<file path="src/rtl/sev_seg_pkg.sv">
// Shared types and helpers for the seven-segment scan driver.
// Latency: n/a (constants, types and a pure function only).
// Backpressure: n/a.
//
// Contents:
//   SEG_OFF         - segment pattern with every segment and dp dark (active-low)
//   MAX_DIGITS      - widest digit count the helpers support
//   nibble_t        - one hex digit
//   anode_onehot_n  - active-low one-hot anode pattern for a digit index
package sev_seg_pkg;

    localparam logic [7:0] SEG_OFF    = 8'hFF;
    localparam int         MAX_DIGITS = 8;

    typedef logic [3:0] nibble_t;

    // Bit 'idx' is driven low when it addresses a real digit (idx < n);
    // all other bits, including unused upper bits, stay high (dark).
    function automatic logic [MAX_DIGITS-1:0] anode_onehot_n(input int idx, input int n);
        logic [MAX_DIGITS-1:0] r;
        r = '1;
        for (int i = 0; i < MAX_DIGITS; i++) begin
            if ((i == idx) && (i < n)) begin
                r[i] = 1'b0;
            end
        end
        return r;
    endfunction

endpackage

</file>
<file path="src/rtl/seg_seven_logic.sv">
// Hex nibble to seven-segment decoder, active-low outputs.
// Latency: purely combinational, zero cycles.
// Backpressure: none; output follows the input continuously.
//
// Ports:
//   hex   - hex digit 0..F
//   seg_n - segments {g,f,e,d,c,b,a}, 0 = segment lit
module seg_seven_logic
    import sev_seg_pkg::*;
(
    input  nibble_t    hex,
    output logic [6:0] seg_n
);

    always_comb begin
        seg_n = 7'h7F;
        unique case (hex)
            4'h0: seg_n = 7'h40;
            4'h1: seg_n = 7'h79;
            4'h2: seg_n = 7'h24;
            4'h3: seg_n = 7'h30;
            4'h4: seg_n = 7'h19;
            4'h5: seg_n = 7'h12;
            4'h6: seg_n = 7'h02;
            4'h7: seg_n = 7'h78;
            4'h8: seg_n = 7'h00;
            4'h9: seg_n = 7'h10;
            4'hA: seg_n = 7'h08;
            4'hB: seg_n = 7'h03;  // lowercase b
            4'hC: seg_n = 7'h46;
            4'hD: seg_n = 7'h21;  // lowercase d
            4'hE: seg_n = 7'h06;
            4'hF: seg_n = 7'h0E;
            default: seg_n = 7'h7F;
        endcase
    end

endmodule

</file>
<file path="src/rtl/sev_seg_mux.sv">
// Time-multiplexed N-digit common-anode seven-segment driver with double-buffered frames.
// Latency: outputs registered, one cycle behind scan state; load-to-display <= NUM_DIGITS*REFRESH_CYCLES+1.
// Backpressure: none; load always accepted, a newer load overwrites an uncommitted pending frame.
//
// Ports:
//   clk, rst_n       - clock, synchronous active-low reset
//   enable           - scan enable; low forces the display dark and parks the scan at digit 0
//   load             - one-cycle strobe capturing data_in/dp_in/blank_in into the pending buffer
//   data_in          - digit i hex value at [4i+3:4i]
//   dp_in, blank_in  - per-digit decimal point (1 = lit) and blank (1 = dark)
//   segment          - active-low {dp, g..a}
//   anode            - active-low digit select
//   frame_tick       - one-cycle pulse after each frame boundary
//   pending          - a captured frame is waiting to be committed
module sev_seg_mux
    import sev_seg_pkg::*;
#(
    parameter int NUM_DIGITS     = 4,
    parameter int REFRESH_CYCLES = 100000,
    parameter int GUARD_CYCLES   = 2
) (
    input  logic                    clk,
    input  logic                    rst_n,
    input  logic                    enable,
    input  logic                    load,
    input  logic [4*NUM_DIGITS-1:0] data_in,
    input  logic [NUM_DIGITS-1:0]   dp_in,
    input  logic [NUM_DIGITS-1:0]   blank_in,
    output logic [7:0]              segment,
    output logic [NUM_DIGITS-1:0]   anode,
    output logic                    frame_tick,
    output logic                    pending
);

    localparam int CNT_W = $clog2(REFRESH_CYCLES);
    localparam int IDX_W = $clog2(NUM_DIGITS);

    localparam logic [CNT_W-1:0] CNT_LAST = CNT_W'(REFRESH_CYCLES - 1);
    localparam logic [IDX_W-1:0] IDX_LAST = IDX_W'(NUM_DIGITS - 1);

    // Scan position: cycle within the digit slot, and the digit being shown.
    logic [CNT_W-1:0] cnt;
    logic [IDX_W-1:0] idx;

    // Pending buffer: written by load, committed to the display buffer only
    // at a frame boundary (or at once while dark) so a frame never tears.
    nibble_t [NUM_DIGITS-1:0] pend_data;
    logic    [NUM_DIGITS-1:0] pend_dp;
    logic    [NUM_DIGITS-1:0] pend_blank;
    logic                     pend_valid;

    // Display buffer: the frame currently being scanned.
    nibble_t [NUM_DIGITS-1:0] disp_data;
    logic    [NUM_DIGITS-1:0] disp_dp;
    logic    [NUM_DIGITS-1:0] disp_blank;

    logic                  slot_end;
    logic                  frame_end;
    logic                  in_guard;
    logic                  lit;
    logic                  commit;
    nibble_t               cur_nibble;
    logic                  cur_dp;
    logic                  cur_blank;
    logic [6:0]            cur_seg_n;
    logic [MAX_DIGITS-1:0] onehot_full;
    logic [NUM_DIGITS-1:0] anode_nxt;
    logic [7:0]            segment_nxt;

    always_comb begin
        slot_end    = (cnt == CNT_LAST);
        frame_end   = slot_end && (idx == IDX_LAST);
        // Widened compare keeps GUARD_CYCLES == 0 well defined (never in guard).
        in_guard    = (32'(cnt) < GUARD_CYCLES);

        cur_nibble  = disp_data[idx];
        cur_dp      = disp_dp[idx];
        cur_blank   = disp_blank[idx];

        lit         = enable && !in_guard && !cur_blank;
        onehot_full = anode_onehot_n(int'(idx), NUM_DIGITS);

        anode_nxt   = '1;
        segment_nxt = SEG_OFF;
        if (lit) begin
            anode_nxt   = onehot_full[NUM_DIGITS-1:0];
            segment_nxt = {~cur_dp, cur_seg_n};
        end

        // While dark nothing can tear, so a pending frame commits immediately.
        commit = enable ? (frame_end && pend_valid) : pend_valid;
    end

    // Single decoder shared by all digits, fed with the currently scanned nibble.
    seg_seven_logic u_dec (
        .hex   (cur_nibble),
        .seg_n (cur_seg_n)
    );

    always_ff @(posedge clk) begin
        if (!rst_n) begin
            cnt        <= '0;
            idx        <= '0;
            pend_data  <= '0;
            pend_dp    <= '0;
            pend_blank <= '0;
            pend_valid <= 1'b0;
            disp_data  <= '0;
            disp_dp    <= '0;
            disp_blank <= '0;
            anode      <= '1;
            segment    <= SEG_OFF;
            frame_tick <= 1'b0;
        end else begin
            // Scan counter: parked at slot 0 while disabled so re-enable
            // starts cleanly with a full guard interval on digit 0.
            if (!enable) begin
                cnt <= '0;
                idx <= '0;
            end else if (slot_end) begin
                cnt <= '0;
                idx <= (idx == IDX_LAST) ? '0 : idx + 1'b1;
            end else begin
                cnt <= cnt + 1'b1;
            end

            if (commit) begin
                disp_data  <= pend_data;
                disp_dp    <= pend_dp;
                disp_blank <= pend_blank;
                pend_valid <= 1'b0;
            end

            // Placed after the commit so a load on the boundary cycle wins
            // pend_valid: the old frame moves to display, the new one waits.
            if (load) begin
                pend_data  <= data_in;
                pend_dp    <= dp_in;
                pend_blank <= blank_in;
                pend_valid <= 1'b1;
            end

            anode      <= anode_nxt;
            segment    <= segment_nxt;
            frame_tick <= enable && frame_end;
        end
    end

    assign pending = pend_valid;

endmodule

</file>
<file path="config.mk">
export PLATFORM = sky130hd
export DESIGN_NAME = sev_seg_mux
export DESIGN_NICKNAME = d
export VERILOG_FILES = /design/src/rtl/sev_seg_pkg.sv /design/src/rtl/seg_seven_logic.sv /design/src/rtl/sev_seg_mux.sv
export SDC_FILE = /design/constraint.sdc
export NUM_CORES = 1
export LEC_CHECK = 0
export ABC_AREA = 1
export CORE_ASPECT_RATIO = 0.6
export CORE_MARGIN = 4
export CORE_UTILIZATION = 40
export CTS_BUF_LIST = sky130_fd_sc_hd__clkbuf_4
export DETAILED_ROUTE_END_ITERATION = 12
export SLEW_MARGIN = 20
export SYNTH_ARGS = -nofsm -noshare
export SYNTH_HDL_FRONTEND = slang
export SYNTH_SLANG_ARGS = --single-unit
</file>
<file path="constraint.sdc">
create_clock -name clk -period 1.66 [get_ports clk]
set_input_delay 0.332 -clock clk [delete_from_list [all_inputs] [get_ports clk]]
set_output_delay 0.332 -clock clk [all_outputs]
set_load 0.005 [all_outputs]
</file>
======== Word-level counts from Yosys, hierarchy flattened ========
Memory sizes are Yosys's and may differ from the RTL's. A register that Yosys moved wholly into a read port is not among the register bits.
Index checks and enable logic that the tools add are counted.
operators by class
  reduce and logical (&&, ||, !) cells .... 13
  bitwise operators ....................... 3
  muxes and demuxes ....................... 14
  $add $sub $neg .......................... 2
  $lt $le $gt $ge ......................... 2
  eq/ne operators ......................... 5
operator list
  kind                   count
  $add 17x1->17 const B  1
  $eq 17x17->1 const B   1
  $lt 17x2->1 const B    1
  $mux 1                 9
  $bmux 4 s2             1
  $logic_and 1x1->1      5
  $bmux 1 s2             2
  $eq 2x2->1 const A     2
  $mux 4                 1
  $reduce_and 2->1       2
  $logic_not 1->1        3
  $lt 2x3->1 const B     1
  $not 1->1              3
  $reduce_or 3->1        1
  $add 2x1->2 const B    1
  $eq 1x2->1 const A     1
  $eq 2x2->1 const B     1
  $logic_not 2->1        1
  $mux 2                 1
  $reduce_bool 2->1      1
storage, ports and cells
  input port bits ......................... 28
  ROM bits ................................ 112
  register bits after elaboration ......... 81
  memories kept ........................... 1
  output and inout bits ................... 14
memories
  memory           depth  bits a word  rd ports  clocked after Yosys merged registers in  write ports  line                   source
  (no name shown)  16     7            1         1                                        0            seg_seven_logic.sv:17  unique case (hex)

======== Logic depth before layout (Yosys ltp) ========
  word-level depth ........................ 6
  mapped depth ............................ 11
  gate-level depth less buffers ........... 10

======== By module ========
Synthesis repeated with hierarchy kept, for this count alone.
second synthesis, totals
  cell total of the unflattened synthesis .. 503
  area, all modules ....................... 3,632.2 um^2
by module, submodules not included
  module           cells an instance  area an instance (um^2)  seq. area each (um^2)  instances
  sev_seg_mux      454                3,358.2                  1,621.6                1
  seg_seven_logic  49                 274.0                    0.0                    1

======== Worst setup path before layout ========
OpenSTA, ideal clock, no wires.
  kind .................................... register -> register
  start ................................... reg idx[0]
  end ..................................... reg segment[0]
  stages on the path, launching flop included .. 12
  path slack .............................. 0.067 ns
  arrival time ............................ 1.468 ns
  cell sequence ........................... dfxtp_1 > inv_2 > buf_2 > nand2_1 > nand3_1 > nand2_1 > inv_1 > ha_1 > inv_1 > nand2_1 > o211ai_1 > nand3_1
on the way
  word-level cells in the longest chain between the ends .. 6
  elaborated cells on any way between the ends .. 8
RTL lines
  item                          line                source
  from (decl)                   sev_seg_mux.sv:43   logic [IDX_W-1:0] idx;
  from (signal assigned)        sev_seg_mux.sv:122  idx <= (idx == IDX_LAST) ? '0 : idx + 1'b1;
  $bmux 1 s2                    sev_seg_mux.sv:78   cur_blank = disp_blank[idx];
  $mux 1 (implied by the code)  sev_seg_mux.sv:78
  $logic_not 1->1               sev_seg_mux.sv:80   lit = enable && !in_guard && !cur_blank;
  $logic_and 1x1->1             sev_seg_mux.sv:80
  $reduce_and 2->1 (no line)    -
  $logic_not 1->1 (no line)     -
  to (decl)                     sev_seg_mux.sv:29   output logic [7:0] segment,
Several ways; a longest one is shown, not always the timed one. The select of a mux whose other input is x is not followed.
A chain may end at the register's enable or synchronous reset.

======== Worst setup path after layout ========
  start ................................... reg cnt[1]
  end ..................................... reg disp_data[1] (netlist bit)
on the way
  word-level cells in the longest chain between the ends .. 4
RTL lines
  item                    line                source
  from (decl)             sev_seg_mux.sv:42   logic [CNT_W-1:0] cnt;
  from (signal assigned)  sev_seg_mux.sv:124  cnt <= cnt + 1'b1;
  $eq 17x17->1            sev_seg_mux.sv:71   slot_end = (cnt == CNT_LAST);
  $logic_and 1x1->1       sev_seg_mux.sv:72   frame_end = slot_end && (idx == IDX_LAST);
  $logic_and 1x1->1       sev_seg_mux.sv:91   commit = enable ? (frame_end && pend_valid) : pend_valid;
  $mux 1                  sev_seg_mux.sv:91
  to (signal assigned)    sev_seg_mux.sv:128  disp_data <= pend_data;
  to (decl)               sev_seg_mux.sv:53   nibble_t [NUM_DIGITS-1:0] disp_data;
Every way passes these cells.

==> impl_metrics.prom <==
# TYPE chip_impl_metric gauge
chip_impl_info{name="clock_tree.root_cell",value="clkbuf_4"} 1
chip_impl_metric{name="grt_pass1_wl",unit="um"} 14100
chip_impl_metric{name="internal_power",unit="mW"} 2.87
chip_impl_metric{name="avgSynthCellArea",unit="um^2"} 7.23
chip_impl_metric{name="synth.yosys.warnings",unit=""} 0
chip_impl_metric{name="final-max-slew-violation-count",unit=""} 0
chip_impl_info{name="worstSetupEndpointType",value="flop"} 1
chip_impl_metric{name="insertedDiodeCount",unit=""} 0
chip_impl_metric{name="insertion_delay",unit="ps"} 460
chip_impl_metric{name="tcrit_tclk_final",unit="%"} 97.1
chip_impl_metric{name="design.final.nets",unit=""} 595
chip_impl_metric{name="dieWidth",unit="um"} 131
chip_impl_info{name="rsz_0062_raised_after_global_routing",value="true"} 1
chip_impl_metric{name="synthesis.area",unit="um^2"} 3620
chip_impl_metric{name="numPlacedInstances",unit=""} 651
chip_impl_metric{name="drive_above_1_share",unit="%"} 18.2
chip_impl_metric{name="remaining_drc_errors",unit=""} 0
chip_impl_metric{name="slew-limit-headroom",unit="%"} 61.7
chip_impl_metric{name="peakVddDrop",unit="mV"} 0.437
chip_impl_metric{name="placement.setup.worst_slack",unit="ps"} -31.7
chip_impl_metric{name="detailedRoute.firstPassIterationCount",unit=""} 5
chip_impl_metric{name="final_standard_cell_utilization_of_the_core",unit="%"} 54.3
chip_impl_metric{name="leakagePower",unit="nW"} 1.87
chip_impl_metric{name="total_clock_buffers_created_by_cts",unit=""} 9
chip_impl_metric{name="final_hold_fails",unit=""} 0
chip_impl_metric{name="final.min_clock_period",unit="ps"} 1610
chip_impl_metric{name="globalRoute.totalOverflow",unit=""} 0
chip_impl_metric{name="pwr-share-seq",unit="%"} 53.3
chip_impl_metric{name="ioPinCount",unit=""} 42
chip_impl_metric{name="maxClockFrequency",unit="GHz"} 0.621
chip_impl_metric{name="drt-vias-per-instance",unit=""} 4.93
chip_impl_metric{name="grt_use_total",unit="%"} 16.9
chip_impl_metric{name="post_detailed_route_count_of_antenna_violating_nets",unit=""} 0
chip_impl_metric{name="cell_pwr_density",unit="nW/um^2"} 821
chip_impl_metric{name="timing.critical_path.arrival",unit="ps"} 1980
chip_impl_metric{name="switching_power",unit="mW"} 0.991
chip_impl_metric{name="first_global_vias",unit=""} 2819
chip_impl_metric{name="slowest_delay",unit="ps"} 380
chip_impl_metric{name="worst-slew-pin-transition",unit="ps"} 574
chip_impl_metric{name="number_of_antenna_violations_at_the_first_check_in_global_routing",unit=""} 0
chip_impl_metric{name="whs",unit="ps"} 468
chip_impl_metric{name="area_delta_synth_final",unit="%"} 29.9
chip_impl_metric{name="synth-seq-cells",unit=""} 81
chip_impl_info{name="cp-start-kind",value="flop"} 1
chip_impl_metric{name="synth-seq-area-share",unit="%"} 44.8
chip_impl_metric{name="route.vias.total",unit=""} 3319
chip_impl_metric{name="cap_viol_max_count",unit=""} 0
chip_impl_metric{name="finalSetupViolCount",unit=""} 0
chip_impl_metric{name="final.setup_skew",unit="ps"} 22.0
chip_impl_metric{name="first_iter_violations",unit=""} 210
chip_impl_metric{name="clock_sinks",unit=""} 81
chip_impl_metric{name="dp_hpwl",unit="um"} 6200
chip_impl_metric{name="detail_route.wl_per_cell",unit="um"} 13.3
chip_impl_metric{name="switching_part_of_the_total",unit="%"} 25.7
chip_impl_metric{name="clockPowerShare",unit="%"} 35.0
chip_impl_metric{name="power.total",unit="mW"} 3.86
chip_impl_metric{name="die-height",unit="um"} 81.7
chip_impl_metric{name="drt-total-wl",unit="um"} 8940
chip_impl_metric{name="post_syn_nets",unit=""} 539
chip_impl_metric{name="place.gp.congestion",unit=""} 0.921
chip_impl_metric{name="buffer_depth_of_the_longest_clock_path",unit=""} 2
chip_impl_metric{name="clk_transition_reported_paths",unit="ps"} 140
chip_impl_metric{name="placed_cell_area",unit="um^2"} 4240
chip_impl_info{name="hold_class",value="flop to flop"} 1
chip_impl_info{name="critical_path_top_delay_cell",value="dfxtp_2"} 1
chip_impl_info{name="crit_chain",value="ha_4 -> nand2_2 -> inv_2 -> nand2_2 -> nor2_2 -> nand3_2 -> nand2_4 -> clkbuf_16 -> nand3_2 -> nand2_1 -> nor2_1"} 1
chip_impl_metric{name="floorplan.initialDensity",unit="%"} 41.8
chip_impl_info{name="tritoncts",value="built"} 1
chip_impl_info{name="critPathKind",value="flop to flop"} 1
chip_impl_info{name="status",value="finished, final reports clean"} 1
chip_impl_metric{name="cts-htree-levels",unit=""} 3
chip_impl_metric{name="grt_start_max_net_pins",unit=""} 50
chip_impl_metric{name="die_area",unit="um^2"} 10700
chip_impl_metric{name="holdBufCountCts",unit=""} 0
chip_impl_metric{name="core.rowCount",unit=""} 26
chip_impl_metric{name="core-area",unit="um^2"} 8650
chip_impl_metric{name="synth_cells",unit=""} 500
chip_impl_metric{name="cp_data_required_time",unit="ps"} 2030
chip_impl_metric{name="totalNegativeSetupSlack",unit="ps"} 0
chip_impl_metric{name="yosysUniqueCellTypes",unit=""} 25
chip_impl_metric{name="pwr-share-comb",unit="%"} 11.7
chip_impl_metric{name="finalWorstSetupSlack",unit="ps"} 48.8
chip_impl_metric{name="worstPathMaxFanout",unit=""} 6
chip_impl_metric{name="stdcell_area",unit="um^2"} 4700
chip_impl_metric{name="portBuffers",unit=""} 41
chip_impl_metric{name="finalNonFillerCells",unit=""} 673
==> cells in the final DEF, fill, tap and decap left out, types with 2 or more instances in the layout <==
cell type,count
dfxtp_1,67
ha_2,2
a21oi_1,60
clkbuf_16,3
clkdlybuf4s50_1,27
buf_12,3
xor2_1,6
nand2_1,83
buf_4,22
inv_1,46
clkbuf_4,10
nand2_2,9
ha_1,8
nor2_2,5
dfxtp_2,14
inv_2,7
o21ai_0,29
nand3_2,18
o211ai_1,5
nor3_1,10
nand3_1,33
nand4_1,6
bufinv_16,2
inv_6,2
dlymetal6s2s_1,13
nor4_1,2
nor2_1,58
==> worst max-delay path, delay by kind of cell (launching register included) <==
family / cells / cell delay, ps
and+or+nand+nor: 8 / 760
buffers and inverters: 2 / 260
adders and majority gates: 1 / 140
DFF: 1 / 380
==> cell type report <==
type	count	area [um^2]
sequential	81	1640
timing repair buffer	70	757
fill	848	3960
clock buffer	10	75.1
tap	112	140
inverter	54	205
clock inverter	6	90.1
multi-input combinational	340	1790
==> power by group through the flow <==
stage | registers, mW | logic [mW] | clock network [mW]
after global placement | 2.10 | 0.393 | 0
after floorplan | 2.09 | 0.255 | 0
after detailed placement | 2.10 | 0.397 | 0
after CTS | 2.06 | 0.398 | 1.39
final | 2.06 | 0.450 | 1.35
after global routing | 2.07 | 0.506 | 1.48
==> synthesized netlist by cell type (all sizes together) <==
library cell,count,area (um^2)
dfxtp,81,1620
nor4,2,12.5
nand3,51,260
clkbuf,9,33.8
nor3,10,50.1
buf,16,101
a21oi,60,300
xor2,6,52.6
and2,1,6.26
a21boi,1,7.51
nand4,6,37.5
ha,11,138
a22oi,1,7.51
o211ai,5,37.5
o21ai,30,150
inv,54,203
nand2,93,354
nor2,63,244
==> kinds of logic (layout without fill, tap and decap cells) <==
group	after synthesis	after routing	synth area share, %
fa+ha+maj	11	11	3.80
flops	81	81	44.8
xor+xnor	6	6	1.45
compound gates	97	97	13.9
buf+inv	79	140	9.34
simple gates	226	226	26.7
==> state kept, by name (all words and copies together) (netlist names) <==
name,flops
pend_dp,4
frame_tick,1
cnt,17
disp_dp,4
pend_data,16
pend_blank,4
disp_data,16
segment,8
pending,1
anode,4
idx,2
disp_blank,4
==> routing by layer <==
layer  track usage, %  vias to the layer above  share of wire, %  wire (um)
met2             20.0                       91                36       3260
met3             6.17                        5               6.9        613
li1                 -                     1739                 -          -
met1             27.6                     1484                56       5020
met4             3.70                        0              0.54         48
met5                0                        -                 0          0
==> worst paths after layout <==
path / endpoint / startpoint / slack (ps) / cells after the start
setup reg to reg: disp_data[1] / cnt[1] / 50 / 11
hold reg to reg: pend_blank[2] / pend_blank[2] / 470 / 2
hold / removal: pend_blank[2] / pend_blank[2] / 470 / 2
setup / recovery: disp_data[1] / cnt[1] / 50 / 11
==> timing repair <==
action / in CTS / in global routing
resized for setup: 4 / 61
gates cloned: 0 / 3
pin swaps: 0 / 10
endpoints found under the setup margin: 6 / 44
buffers inserted: 0 / 3
Note: power is estimated with default switching activity, not from simulation.
